### config.mk
export PLATFORM = sky130hd
export DESIGN_NAME = result_collector
export DESIGN_NICKNAME = d
export VERILOG_FILES = /design/src/rtl/result_collector.sv
export SDC_FILE = /design/constraint.sdc
export NUM_CORES = 1
export LEC_CHECK = 0
export ABC_AREA = 1
export BUFFER_PORTS_ARGS = -buffer_cell sky130_fd_sc_hd__buf_2
export CORE_MARGIN = 1
export CORE_UTILIZATION = 55
export CTS_BUF_LIST = sky130_fd_sc_hd__clkbuf_8
export DETAILED_ROUTE_END_ITERATION = 10
export HOLD_SLACK_MARGIN = 0.15
export PLACE_DENSITY = 0.74
export SYNTH_ARGS = -nofsm -noshare
export SYNTH_HDL_FRONTEND = slang
export SYNTH_SLANG_ARGS = --single-unit
### constraint.sdc
create_clock -name clk -period 4.7 [get_ports clk]
set_clock_uncertainty 0.1 [all_clocks]
set_input_delay 0.705 -clock clk [delete_from_list [all_inputs] [get_ports clk]]
set_output_delay 0.705 -clock clk [all_outputs]
set_load 0.01 [all_outputs]
### src/rtl/result_collector.sv
// result_collector: show-ahead FIFO collecting {flags, result} bytes from a
// processor for a host. Tracks occupancy, a sticky overflow flag for entries
// dropped while full, and an optional accepted-entry counter enabled by the
// macro RESULT_COLLECTOR_STATS_EN (total reads 0 when the macro is undefined).
module result_collector #(
    parameter int DEPTH = 16,
    parameter int CW    = $clog2(DEPTH) + 1
) (
    input  logic          clk,
    input  logic          reset,
    input  logic          in_valid,
    input  logic [7:0]    result,
    input  logic [7:0]    flags,
    output logic          in_ready,
    input  logic          clear,
    output logic          out_valid,
    output logic [15:0]   out_data,
    input  logic          out_ready,
    output logic [CW-1:0] count,
    output logic          overflow,
    output logic [15:0]   total
);

    localparam int AW = $clog2(DEPTH);

    typedef enum logic [1:0] {
        EMPTY   = 2'd0,
        PARTIAL = 2'd1,
        FULL    = 2'd2
    } state_t;

    state_t          state_q, state_d;
    logic [AW-1:0]   wr_ptr_q, wr_ptr_d;
    logic [AW-1:0]   rd_ptr_q, rd_ptr_d;
    logic [CW-1:0]   count_q, count_d;
    logic            overflow_q, overflow_d;
    logic [15:0]     mem_q [DEPTH];
    logic            push;
    logic            pop;

    // Handshake outputs derive from the registered state, so in_ready never
    // depends on out_ready in the same cycle.
    assign in_ready  = (state_q != FULL);
    assign out_valid = (state_q != EMPTY);
    assign out_data  = mem_q[rd_ptr_q];
    assign count     = count_q;
    assign overflow  = overflow_q;

    // Next-state, pointer, occupancy and overflow computation; clear wins.
    always_comb begin
        state_d    = state_q;
        wr_ptr_d   = wr_ptr_q;
        rd_ptr_d   = rd_ptr_q;
        count_d    = count_q;
        overflow_d = overflow_q;
        push       = in_valid && in_ready && !clear;
        pop        = out_valid && out_ready && !clear;

        if (clear) begin
            state_d    = EMPTY;
            wr_ptr_d   = '0;
            rd_ptr_d   = '0;
            count_d    = '0;
            overflow_d = 1'b0;
        end else begin
            if (in_valid && !in_ready) overflow_d = 1'b1;
            if (push) wr_ptr_d = wr_ptr_q + AW'(1);
            if (pop)  rd_ptr_d = rd_ptr_q + AW'(1);
            if (push && !pop) count_d = count_q + CW'(1);
            if (pop && !push) count_d = count_q - CW'(1);

            case (state_q)
                EMPTY:   if (push) state_d = PARTIAL;
                PARTIAL: begin
                    if (push && !pop && count_q == CW'(DEPTH - 1)) state_d = FULL;
                    if (pop && !push && count_q == CW'(1))         state_d = EMPTY;
                end
                FULL:    if (pop) state_d = PARTIAL;
                default: state_d = EMPTY;
            endcase
        end
    end

    // Control state register with asynchronous active-low reset.
    always_ff @(posedge clk or negedge reset) begin
        if (!reset) begin
            state_q    <= EMPTY;
            wr_ptr_q   <= '0;
            rd_ptr_q   <= '0;
            count_q    <= '0;
            overflow_q <= 1'b0;
        end else begin
            state_q    <= state_d;
            wr_ptr_q   <= wr_ptr_d;
            rd_ptr_q   <= rd_ptr_d;
            count_q    <= count_d;
            overflow_q <= overflow_d;
        end
    end

    // Entry storage; contents need no reset since out_valid gates them.
    always_ff @(posedge clk) begin
        if (push) mem_q[wr_ptr_q] <= {flags, result};
    end

`ifdef RESULT_COLLECTOR_STATS_EN
    logic [15:0] total_q, total_d;

    // Saturating count of accepted pushes; dropped entries are not counted.
    always_comb begin
        total_d = total_q;
        if (clear)                           total_d = '0;
        else if (push && total_q != 16'hFFFF) total_d = total_q + 16'd1;
    end

    // Accepted-entry counter register.
    always_ff @(posedge clk or negedge reset) begin
        if (!reset) total_q <= '0;
        else        total_q <= total_d;
    end

    assign total = total_q;
`else
    assign total = '0;
`endif

endmodule
==> key figures <==
Run status
  • Outcome: finished, final reports clean

Clock network
  • Clock transition at the registers of the reported paths: 0.06 ns
  • Max H-tree Level: 2
  • Clock Sinks: 272
  • CTS tree: yes
  • Hold_buf cts: 1
  • Clock Tree Buf Depth: 3
  • Post CTS Setup Buffer Count: 0
  • Root Buffer: clkbuf_8
  • Post_cts resized: 0
  • Num CTS Buffers: 44
  • Worst-Skew Late Latency: 0.53 ns

Critical path
  • CP Data Arrival Time: 2.99 ns
  • Critical Path End Type: output port
  • CP required: 3.89 ns
  • Critical path startpoint category: register
  • Crit-path max FO: 66
  • WS Path Type: reg -> out

Synth
  • Gate Count Post-Synth: 916
  • Post-synth top area share: 0.673
  • Synth top area cells: edfxtp_1 (67%), nor2_1 (5.2%), o211ai_1 (4.2%)
  • Post-synth cell types: 26
  • Synthesized area per cell: 12.5 sq um
  • Area leader, netlist: edfxtp_1
  • Register area share after synthesis: 0.708
  • Synthesized area: 11400 sq um
  • Yosys warnings: 0
  • Yosys reg bits: 272

Finish
  • Final net count: 997
  • Most common cell after layout, fill and taps aside: edfxtp_1
  • Share of post-route cells with drive strength above 1: 0.194
  • Most frequent cells in the layout: edfxtp_1 (256), nor2_1 (151), o21ai_0 (81), nor2_2 (65), o211ai_1 (64)
  • Area Overhead vs Synth: 10.1%

Placement
  • GPL Wtd Cong: 0.821
  • IO buf count: 44
  • Dpl hpwl: 14.6 mm

Routing
  • Initial DRC Count: 681
  • Total number of vias: 7329
  • Total iterations of the first detailed-routing run: 5
  • Drt total wl: 25.4 mm
  • Drt drc: 0
  • ANT nets after route: 0
  • WL/cell: 20.0 um
  • Via-per-instance ratio: 5.77

STA
  • Final min period: 3.80 ns
  • RSZ-0062 raised after global routing: no
  • Crit share post-route: 0.808
  • Worst-margin pin slew: 1.12 ns
  • Slew HR: 0.251
  • Setup TNS: 0 ns
  • Final hold vios: 0
  • Slew Limit Fails: 0
  • Fmax: 263 MHz
  • Final setup violation count: 0

Die
  • Chip Width: 146 um
  • Die area: 21300 sq um
  • Initial Utilization: 0.563
  • Die Height: 146 um
  • Ports: 61
  • Core area: 20300 sq um
  • Rows: 52

Job
  • Max cap viols: 0

Global route
  • GRT Total Usage: 0.241
  • Number of global-route vias before repair: 6979
  • Pin count of the biggest net entering global routing: 85
  • First-pass GRT wire length: 39.1 mm
  • Met3 global-route usage: 0.0447
  • Initial antenna violation count: 1
  • Most Crowded Layer GR: met2
  • Met2 GRT Util: 0.370
  • GRT Residual Overflow: 0
  • Met1 usage: 0.352

Power
  • Power Total: 0.00577 W
  • Pleak: 4.23 nW
  • PwrDens: 459 nW/um^2
  • VDD IR max: 255 uV

Worst hold path
  • Hold crit path type: in -> reg
-- worst max-delay path, stage by stage (launching register included) --
cell	delay [ns]
dfrtp_4	0.70
inv_4	0.50
buf_12	0.41
nor2_2	0.05
nor2_1	0.08
o21ai_1	0.07
o211ai_1	0.13
nand3_1	0.21
nand2_1	0.12
buf_2	0.13
-- final cells by class --
type	count	area (sq um)
diodes	1	2.50
clock buffers	44	606
clock inverters	35	149
fillers	1552	7730
inverters	22	85.1
multi-input cells	567	2930
flip-flops and latches	272	8100
well taps	270	338
repair buffers	60	368
-- cell usage after synthesis --
library cell / instances
or2_2: 1
buf_2: 14
o21ai_0: 81
nor3_1: 10
ha_1: 9
o211ai_1: 64
nor2_1: 159
o21a_1: 1
nand2_1: 52
nand3_1: 46
xor2_1: 2
inv_2: 6
o21ai_1: 62
inv_1: 14
nor2_2: 57
edfxtp_1: 256
clkinv_1: 1
a21oi_1: 5
nand2_2: 1
dfrtp_1: 16
conb_1: 1
buf_4: 22
buf_6: 10
clkbuf_1: 24
nand4_1: 1
inv_4: 1
-- cell families (layout without fill, tap and decap cells) --
logic type	count (synthesis)	count (layout)	share of synthesized area
xor+xnor	2	2	0.00153
other cells	1	17	0.000328
flops	272	272	0.708
buf+inv	92	161	0.0458
fa+ha+maj	9	9	0.00986
simple gates	327	327	0.127
compound gates	213	213	0.108
-- metrics by stage --
step / instance area [sq um] / setup WS [ns] / util / instances / hold slack [ns]
global route: 12600 / 0.727 / 0.619 / 1271 / 0.366
floorplan: 11500 / 1.91 / - / 931 / 0.309
finish: 12600 / 0.902 / 0.619 / 1271 / 0.370
CTS: 12600 / 0.930 / 0.619 / 1270 / 0.350
detailed placement: 11800 / 1.34 / 0.581 / 1190 / 0.425
global placement: 11800 / 1.39 / 0.581 / 1190 / 0.411
-- per-layer routing --
layer | vias to the layer above | routed length [um]
li1 | 3388 | -
met5 | - | 0
met2 | 330 | 11800
met3 | 40 | 2410
met1 | 3571 | 10700
met4 | 0 | 525
-- state kept, by name, summed over array words and instances, names as in the netlist --
signal and cells:
rd_ptr_q 4, state_q 2, mem_q 256, count 5, overflow 1, wr_ptr_q 4
-- path summary, 6_finish.rpt --
| check | from | to | slack, ns | cells past startpoint |
|---|---|---|---|---|
| worst max-delay path | rd_ptr_q[0]$_DFFE_PN0P_ | out_data[10] | 0.90 | 9 |
| worst min-delay path | in_valid | overflow$_DFFE_PN0P_ | 0.37 | 3 |
| worst max register to register | state_q[1]$_DFFE_PN0P_ | mem_q[8][5]$_DFFE_PP_ | 1.87 | 5 |
| worst min register to register | overflow$_DFFE_PN0P_ | overflow$_DFFE_PN0P_ | 0.43 | 2 |
| max in group asynchronous | reset | rd_ptr_q[0]$_DFFE_PN0P_ | 3.64 | 2 |
| min in group asynchronous | reset | wr_ptr_q[1]$_DFFE_PN0P_ | 0.53 | 2 |
-- power breakdown --
part	switching [W]	internal, W	total [W]
logic	0.000794	0.000378	0.00117
registers	0.000110	0.00272	0.00283
clock network	0.000885	0.000875	0.00176
(Power assumes the default switching activity.)
